### src/rtl/msi_bus_arbiter_if.sv
// Shared snooping-bus signal bundle between the cache controllers and the
// round-robin bus arbiter. The master modport is the requester/memory side,
// the slave modport is the arbiter itself.
interface msi_bus_arbiter_if #(
    parameter int NUM_REQ = 4,
    parameter int ADDR_W  = 9,
    parameter int OWN_W   = 2
);
    logic [NUM_REQ-1:0]        req;
    logic [2*NUM_REQ-1:0]      req_op;
    logic [ADDR_W*NUM_REQ-1:0] req_addr;
    logic                      txn_done;
    logic [NUM_REQ-1:0]        gnt;
    logic                      bus_valid;
    logic [1:0]                bus_op;
    logic [ADDR_W-1:0]         bus_addr;
    logic [OWN_W-1:0]          bus_owner;
    logic [NUM_REQ-1:0]        cplt;
    logic                      bus_error;

    modport master (
        output req, req_op, req_addr, txn_done,
        input  gnt, bus_valid, bus_op, bus_addr, bus_owner, cplt, bus_error
    );

    modport slave (
        input  req, req_op, req_addr, txn_done,
        output gnt, bus_valid, bus_op, bus_addr, bus_owner, cplt, bus_error
    );
endinterface

### src/rtl/msi_bus_arbiter.sv
// Round-robin arbiter/sequencer for the MSI snooping bus.
// One owner at a time: IDLE -> BCAST (one-cycle broadcast) -> WAIT (until
// txn_done) -> RELEASE (cplt pulse to the owner) -> IDLE.
// Optional macro ARB_TIMEOUT_EN bounds WAIT to TIMEOUT_CYC cycles and flags
// an abort on bus_error alongside the cplt pulse.
module msi_bus_arbiter #(
    parameter int NUM_REQ     = 4,
    parameter int ADDR_W      = 9,
    parameter int OWN_W       = 2,
    parameter int TIMEOUT_CYC = 16
) (
    input  logic                 clk,
    input  logic                 reset,
    msi_bus_arbiter_if.slave     bus
);
    typedef enum logic [1:0] {IDLE, BCAST, WAIT, RELEASE} state_t;

    state_t             state_reg, state_next;
    logic [OWN_W-1:0]   rr_ptr_reg, rr_ptr_next;
    logic [OWN_W-1:0]   owner_reg, owner_next;
    logic [1:0]         op_reg, op_next;
    logic [ADDR_W-1:0]  addr_reg, addr_next;

    // Candidate index for each rotation offset, its request bit, and the
    // per-requester op/address slices.
    logic [OWN_W-1:0]   cand     [NUM_REQ];
    logic [NUM_REQ-1:0] cand_hit;
    logic [1:0]         op_arr   [NUM_REQ];
    logic [ADDR_W-1:0]  addr_arr [NUM_REQ];
    logic [NUM_REQ-1:0] owner_dec;
    logic [OWN_W-1:0]   winner;
    logic               found;

    genvar gi;
    generate
        for (gi = 0; gi < NUM_REQ; gi++) begin : g_req
            // Offset gi looks at requester (rr_ptr + 1 + gi) mod NUM_REQ.
            logic [OWN_W:0] sum;
            logic [OWN_W:0] wrapped;
            assign sum         = {1'b0, rr_ptr_reg} + (OWN_W+1)'(gi + 1);
            assign wrapped     = (sum >= (OWN_W+1)'(NUM_REQ)) ? sum - (OWN_W+1)'(NUM_REQ) : sum;
            assign cand[gi]    = wrapped[OWN_W-1:0];
            assign cand_hit[gi] = bus.req[cand[gi]];
            assign op_arr[gi]   = bus.req_op[2*gi+1:2*gi];
            assign addr_arr[gi] = bus.req_addr[ADDR_W*(gi+1)-1:ADDR_W*gi];
            assign owner_dec[gi] = (owner_reg == OWN_W'(gi));
        end
    endgenerate

    // Pick the lowest rotation offset with a pending request.
    always_comb begin
        winner = '0;
        for (int k = NUM_REQ - 1; k >= 0; k--) begin
            if (cand_hit[k]) begin
                winner = cand[k];
            end
        end
        found = |cand_hit;
    end

`ifdef ARB_TIMEOUT_EN
    localparam int CNT_W = $clog2(TIMEOUT_CYC + 1);
    logic [CNT_W-1:0] cnt_reg, cnt_next;
    logic             err_reg, err_next;
`endif

    // Next-state and latched bus-value logic.
    always_comb begin
        state_next  = state_reg;
        rr_ptr_next = rr_ptr_reg;
        owner_next  = owner_reg;
        op_next     = op_reg;
        addr_next   = addr_reg;
`ifdef ARB_TIMEOUT_EN
        cnt_next    = cnt_reg;
        err_next    = err_reg;
`endif
        case (state_reg)
            IDLE: begin
                if (found) begin
                    state_next  = BCAST;
                    rr_ptr_next = winner;
                    owner_next  = winner;
                    op_next     = op_arr[winner];
                    addr_next   = addr_arr[winner];
                end
            end
            BCAST: begin
                // txn_done deliberately ignored: snoopers only now see the op.
                state_next = WAIT;
`ifdef ARB_TIMEOUT_EN
                cnt_next   = '0;
                err_next   = 1'b0;
`endif
            end
            WAIT: begin
                if (bus.txn_done) begin
                    state_next = RELEASE;
`ifdef ARB_TIMEOUT_EN
                    err_next   = 1'b0;
                end else if (cnt_reg == CNT_W'(TIMEOUT_CYC - 1)) begin
                    state_next = RELEASE;
                    err_next   = 1'b1;
                end else begin
                    cnt_next   = cnt_reg + CNT_W'(1);
`endif
                end
            end
            RELEASE: begin
                state_next = IDLE;
`ifdef ARB_TIMEOUT_EN
                err_next   = 1'b0;
`endif
            end
            default: state_next = IDLE;
        endcase
    end

    // State and latched bus registers; reset aborts any transaction silently.
    always_ff @(posedge clk) begin
        if (reset) begin
            state_reg  <= IDLE;
            rr_ptr_reg <= OWN_W'(NUM_REQ - 1);
            owner_reg  <= '0;
            op_reg     <= '0;
            addr_reg   <= '0;
        end else begin
            state_reg  <= state_next;
            rr_ptr_reg <= rr_ptr_next;
            owner_reg  <= owner_next;
            op_reg     <= op_next;
            addr_reg   <= addr_next;
        end
    end

`ifdef ARB_TIMEOUT_EN
    // WAIT-cycle counter and abort flag.
    always_ff @(posedge clk) begin
        if (reset) begin
            cnt_reg <= '0;
            err_reg <= 1'b0;
        end else begin
            cnt_reg <= cnt_next;
            err_reg <= err_next;
        end
    end
    assign bus.bus_error = (state_reg == RELEASE) && err_reg;
`else
    assign bus.bus_error = 1'b0;
`endif

    // Outputs decode straight from registered state, so they are glitch-free.
    assign bus.gnt       = (state_reg == BCAST || state_reg == WAIT) ? owner_dec : '0;
    assign bus.cplt      = (state_reg == RELEASE) ? owner_dec : '0;
    assign bus.bus_valid = (state_reg == BCAST);
    assign bus.bus_op    = op_reg;
    assign bus.bus_addr  = addr_reg;
    assign bus.bus_owner = owner_reg;
endmodule

### src/flat_wrapper.sv
// flat-port wrapper written by rule: the top's interface ports become plain ports
module msi_bus_arbiter_flat 
#(
    parameter int NUM_REQ     = 4,
    parameter int ADDR_W      = 9,
    parameter int OWN_W       = 2,
    parameter int TIMEOUT_CYC = 16
)
  (clk, reset, bus_req, bus_req_op, bus_req_addr, bus_txn_done, bus_gnt, bus_bus_valid, bus_bus_op, bus_bus_addr, bus_bus_owner, bus_cplt, bus_bus_error);
  msi_bus_arbiter_if #(.NUM_REQ(NUM_REQ), .ADDR_W(ADDR_W), .OWN_W(OWN_W)) bus_i ();
  input  logic clk;
  input  logic reset;
  input wire logic [$bits(bus_i.req)-1:0] bus_req;
  input wire logic [$bits(bus_i.req_op)-1:0] bus_req_op;
  input wire logic [$bits(bus_i.req_addr)-1:0] bus_req_addr;
  input wire logic [$bits(bus_i.txn_done)-1:0] bus_txn_done;
  output wire logic [$bits(bus_i.gnt)-1:0] bus_gnt;
  output wire logic [$bits(bus_i.bus_valid)-1:0] bus_bus_valid;
  output wire logic [$bits(bus_i.bus_op)-1:0] bus_bus_op;
  output wire logic [$bits(bus_i.bus_addr)-1:0] bus_bus_addr;
  output wire logic [$bits(bus_i.bus_owner)-1:0] bus_bus_owner;
  output wire logic [$bits(bus_i.cplt)-1:0] bus_cplt;
  output wire logic [$bits(bus_i.bus_error)-1:0] bus_bus_error;
  assign bus_i.req = bus_req;
  assign bus_i.req_op = bus_req_op;
  assign bus_i.req_addr = bus_req_addr;
  assign bus_i.txn_done = bus_txn_done;
  assign bus_gnt = bus_i.gnt;
  assign bus_bus_valid = bus_i.bus_valid;
  assign bus_bus_op = bus_i.bus_op;
  assign bus_bus_addr = bus_i.bus_addr;
  assign bus_bus_owner = bus_i.bus_owner;
  assign bus_cplt = bus_i.cplt;
  assign bus_bus_error = bus_i.bus_error;
  msi_bus_arbiter #(.NUM_REQ(NUM_REQ), .ADDR_W(ADDR_W), .OWN_W(OWN_W), .TIMEOUT_CYC(TIMEOUT_CYC)) u_core (.clk(clk), .reset(reset), .bus(bus_i));
endmodule
### config.mk
export PLATFORM = sky130hd
export DESIGN_NAME = msi_bus_arbiter_flat
export DESIGN_NICKNAME = d
export VERILOG_FILES = /design/src/rtl/msi_bus_arbiter_if.sv /design/src/rtl/msi_bus_arbiter.sv /design/src/flat_wrapper.sv
export SDC_FILE = /design/constraint.sdc
export NUM_CORES = 1
export LEC_CHECK = 0
export CORE_ASPECT_RATIO = 1.2
export CORE_MARGIN = 2
export CORE_UTILIZATION = 35
export CTS_CLUSTER_DIAMETER = 80
export DETAILED_ROUTE_END_ITERATION = 16
export PLACE_DENSITY = 0.77
export SYNTH_ARGS = -nofsm -noshare
export SYNTH_HDL_FRONTEND = slang
export SYNTH_SLANG_ARGS = --single-unit
### constraint.sdc
create_clock -name clk -period 2.3 [get_ports clk]
set_input_delay 0.575 -clock clk [delete_from_list [all_inputs] [get_ports clk]]
set_output_delay 0.575 -clock clk [all_outputs]
set_load 0.02 [all_outputs]
## Word level (Yosys, flattened, before mapping)

Index checks and enable logic that the tools add are counted.

| cells by class | value |
|---|---|
| add/sub/neg operators | 8 |
| $lt $le $gt $ge | 9 |
| equal/unequal tests | 8 |
| muxes and demuxes | 27 |
| bitwise logic cells | 1 |
| reductions and logical operators | 6 |

Operator list:

| operator | number |
|---|---|
| $mux W2 | 12 |
| $bmux W9 S2 | 1 |
| $mux W9 | 2 |
| $ge A3 B3 Y1 const B | 5 |
| $lt A2 B3 Y1 const B | 4 |
| $bmux W1 S2 | 4 |
| $eq A2 B2 Y1 const B | 4 |
| $mux W4 | 2 |
| $pmux W2 S4 | 1 |
| $sub A2 B1 Y2 const B | 4 |
| $add A2 B2 Y3 const B | 2 |
| $bmux W2 S2 | 1 |
| $eq A2 B1 Y1 const B | 2 |
| $logic_not A2 Y1 | 2 |
| $mux W1 | 4 |
| $reduce_and A2 Y1 | 2 |
| $reduce_or A4 Y1 | 1 |
| $add A2 B1 Y3 const B | 1 |
| $add A2 B3 Y3 const B | 1 |
| $not A2 Y3 | 1 |
| $ne A2 B1 Y1 const B | 1 |
| $ne A2 B2 Y1 const B | 1 |
| $logic_or A1 B1 Y1 | 1 |

| word-level totals | value |
|---|---|
| register bits | 17 |
| input port bits | 51 |
| word-level logic and storage cells | 64 |

## Depth between registers and ports, before layout

| logic depth | value |
|---|---|
| word-level depth | 13 |
| depth in mapped cells | 7 |
| mapped depth without buffers | 6 |

## Least setup slack after synthesis

Ideal clock, no wire load.

| path | value |
|---|---|
| path kind | flip-flop to output port |
| from | reg u_core.state_reg[0] |
| to | out bus_gnt[0] |
| arrival | 1283 ps |
| required time | 1725 ps |
| setup slack | 442 ps |
| stages on the path, launching flop included | 4 |
| path buffers | 0 |
| cells stage by stage | dfxtp_1 > inv_1 > ha_1 > nor3b_1 |

| between the ends | value |
|---|---|
| longest elaborated chain between the ends | 3 |
| elaborated cells between the ends (all ways) | 4 |
| classes of those cells | eq/ne: 2; mux: 1; reduce/logical: 1 |

Ends and longest elaborated chain:

| element | line | text |
|---|---|---|
| from (decl) | msi_bus_arbiter.sv:18 | `state_t state_reg, state_next;` |
| from (signal assigned) | msi_bus_arbiter.sv:128 | `state_reg <= state_next;` |
| $eq A2 B1 Y1 / $eq A2 B2 Y1 (equally long branches) | msi_bus_arbiter.sv:153 | `assign bus.gnt = (state_reg == BCAST \|\| state_reg == WAIT) ? owner_dec : '0;` |
| $logic_or A1 B1 Y1 (*) | msi_bus_arbiter.sv:153 |  |
| $mux W4 (*) | msi_bus_arbiter.sv:153 |  |
| to (decl) | flat_wrapper.sv:17 | `output wire logic [$bits(bus_i.gnt)-1:0] bus_gnt;` |

Every way passes the cells marked *; elsewhere a longest branch is shown, timed or not.

## Worst setup path in the final report

| path | value |
|---|---|
| from | reg u_core.state_reg[1] |
| to | out bus_gnt[0] |

The elaborated chain is that of the path after synthesis.

==> key figures <==
Placed design
  – Placed Area: 2030 um2
  – Port bufs: 72
  – Dpl hpwl: 2.68 mm
  – DP Worst Slack: -0.0384 ns
  – Routability-driven placement congestion ratio: 0.765

Worst setup path
  – Worst-path maximum fanout: 5
  – Critical path arrival: 1.59 ns
  – Startpoint type of the worst setup path: flop
  – CP endpoint kind: primary output
  – Worst Reg2Reg Path Length in Cells: 4
  – Worst reg-to-reg setup slack: ~0.54 ns
  – RR Endpoint: u_core.bus.bus_addr[6]$_SDFFE_PP0P_
  – Setup CP Type: reg2out
  – Worst Path Required: 1.73 ns
  – Worst r2r src: u_core.rr_ptr_reg[1]$_SDFFE_PP1P_

STA
  – RSZ-0062 raised after global routing: no
  – Pins Over Slew Limit: 0
  – Min Tclk post-route: 2.16 ns
  – Final setup margin: ~0.14 ns
  – Final setup fails: 0
  – Count of final hold-check violations: 0
  – Skew final: 0.00144 ns
  – Fin crit share: 94.1%
  – Achievable Freq: 462 MHz

Floorplanning
  – Die Wd: 57.2 um
  – Std-Cell Rows: 23
  – Die area: between 3000 and 4000 um2
  – Core area: roughly 3300 um2
  – Die Height: ~68 um
  – Starting Density: 36.0%
  – Top Ports: 74

Routing
  – Number of vias per cell: 5.19
  – DRC viols: 0
  – Routed Antenna Nets: 0
  – WL/cell: 13.4 um
  – Vias: 1240
  – Starting DRC count in detailed routing: 29
  – Pre-antenna DRT Iters: 5
  – Final wirelength: 3.20 mm

Global route
  – Grt ovf: 0
  – Via count of the first global-routing pass: 1299
  – Largest net degree at the start of global routing: 19
  – First-pass GRT wire length: 5.27 mm
  – Overall Global Routing Usage: 17.3%
  – Initial antenna violation count: 0

Layout
  – Share of layout cells above drive strength 1: 15.8%
  – Area delta synth->final: 74.3%
  – Max reg flops: 9
  – Final Cell Area: 2070 um2
  – Post-layout util: 62.7%
  – Commonest non-fill, non-tap cell in the layout: clkdlybuf4s50_1
  – Most frequent cells in the layout: 64 x clkdlybuf4s50_1, 24 x mux2i_1, 17 x dfxtp_1
  – Fillers: 264
  – Nets: 259
  – N_diodes: 0

Clocking
  – Clock slew at reported path FFs: 0.06 ns
  – Clock tree buffer depth: 2
  – H-tree Lvls: 1
  – Hold buffer count at cts: 0
  – CTS tree: done
  – Post-CTS setup buffers: 0
  – Root buf cell: clkbuf_8
  – Num CTS Buffers: 3
  – PostCTS Resize Cnt: 5
  – Clock latency on the worst-skew pair: 0.24 ns
  – Sink Count: 17

Synthesis
  – Main flop type after synthesis: dfxtp_1
  – Largest area contributor in the netlist: dfxtp_1
  – Post-synthesis cell type count: 31
  – Largest family of logic cells by synthesized area: compound AO/OA/AOI/OAI gates
  – Top-area cell type share of the netlist area: 28.6%
  – Complex-gate fraction of the synthesized area: between 20% and 30%
  – Sequential area share after synthesis: 28.6%
  – Ys Warns: 0
  – Synth Area in Simple Gates: 16.8%
  – Cell Area, Synth: 1190 um2
  – Fraction of registers with async set or reset after synthesis: 0%
  – Synth top area cells: dfxtp_1 29%, mux2i_1 20%, o221ai_2 13%
  – Post-Synth XOR/XNOR Area: 0%
  – Syn avg cell area: 9.92 um2
  – Synth Register Bits: 17
  – Synth Area in Adders: 5.26%
  – Post-synthesis mux area share: around 20%
  – Net Count, Synth: 176
  – Syn Inst Count: 120
  – Post-synth EDFFs: 0

Power
  – Pwr dens: 998 nW/um2
  – VDD IR max: 0.000611 V
  – Leak: 0.926 nW

Outcome
  – Status: completed

Min path
  – WHS Endpoint: u_core.bus.bus_op[1]$_SDFFE_PP0P_
  – Worst Hold Class: reg2reg
  – Hold path startpoint: u_core.bus.bus_op[1]$_SDFFE_PP0P_
  – Worst hold path depth: 2

Flow run
  – Max cap viols: 0
worst max path at each step:
stage / cells past startpoint / endpoint / start
after floorplan: 3 / bus_gnt[0] / u_core.state_reg[0]$_SDFFE_PP0P_
after global placement: 5 / u_core.bus.bus_addr[6]$_SDFFE_PP0P_ / bus_req[0]
after detailed placement: 5 / u_core.bus.bus_addr[6]$_SDFFE_PP0P_ / bus_req[0]
after CTS: 4 / bus_cplt[2] / u_core.state_reg[0]$_SDFFE_PP0P_
after global routing: 4 / bus_gnt[0] / u_core.state_reg[1]$_SDFFE_PP0P_
final: 4 / bus_gnt[0] / u_core.state_reg[1]$_SDFFE_PP0P_
worst max-delay path, stage by stage (launching register included):
cell and delay [ns]:
dfxtp_1 0.38, inv_1 0.10, ha_1 0.34, nor3b_1 0.18, dlygate4sd2_1 0.35
cell usage after synthesis (all sizes together) (2+ instances only):
cell type and number:
mux2i 24, dfxtp 17, nand2 14, o221ai 11
nor2 7, buf 6, ha 5, a21oi 4
and3b 4, inv 3, nor3 3, and3 2
clkbuf 2, nand2b 2, nor3b 2
metal layers:
| layer | share of wire [%] | vias up | global-route usage, % |
|---|---|---|---|
| li1 | - | 607 | - |
| met1 | 36 | 571 | 17.7 |
| met2 | 53 | 58 | 32.3 |
| met3 | 9.9 | 4 | 5.67 |
| met4 | 1.1 | 0 | 7.56 |
| met5 | 0 | - | 0 |
stage by stage:
stage / setup TNS [ns] / hold slack, ns / total power (W) / std cells
final: 0 / 0.470 / 0.00207 / 239
after global placement: 0 / 0.451 / 0.00186 / 235
after CTS: 0 / 0.480 / 0.00209 / 239
after global routing: 0 / 0.510 / 0.00223 / 239
after floorplan: 0 / 0.504 / 0.00133 / 120
after detailed placement: -0.0384 / 0.454 / 0.00189 / 235
final cells by class:
class / count / area (um2) / area share (%)
Clock buffer: 3 / 41.3 / 1.99
Tap cell: 37 / 46.3 / 2.23
Sequential cell: 17 / 340 / 16.4
Multi-Input combinational cell: 92 / 778 / 37.5
Timing Repair Buffer: 86 / 852 / 41.1
Inverter: 3 / 11.3 / 0.543
Clock inverter: 1 / 5.00 / 0.241
where the power goes:
part | internal (W) | leakage [nW] | switching [W]
Clock | 0.000120 | 0.0255 | 0.0000956
Combinational | 0.000684 | 0.760 | 0.000634
Sequential | 0.000428 | 0.141 | 0.000110
cells by family after synthesis:
| group | after synthesis |
|---|---|
| other | 1 |
| AO/OA/AOI/OAI | 24 |
| multiplexers | 24 |
| adder cells (fa/ha/maj) | 5 |
| flip-flops | 17 |
| buffers and inverters | 11 |
| AND/OR/NAND/NOR | 38 |
Note: power is estimated with default switching activity, not from simulation.
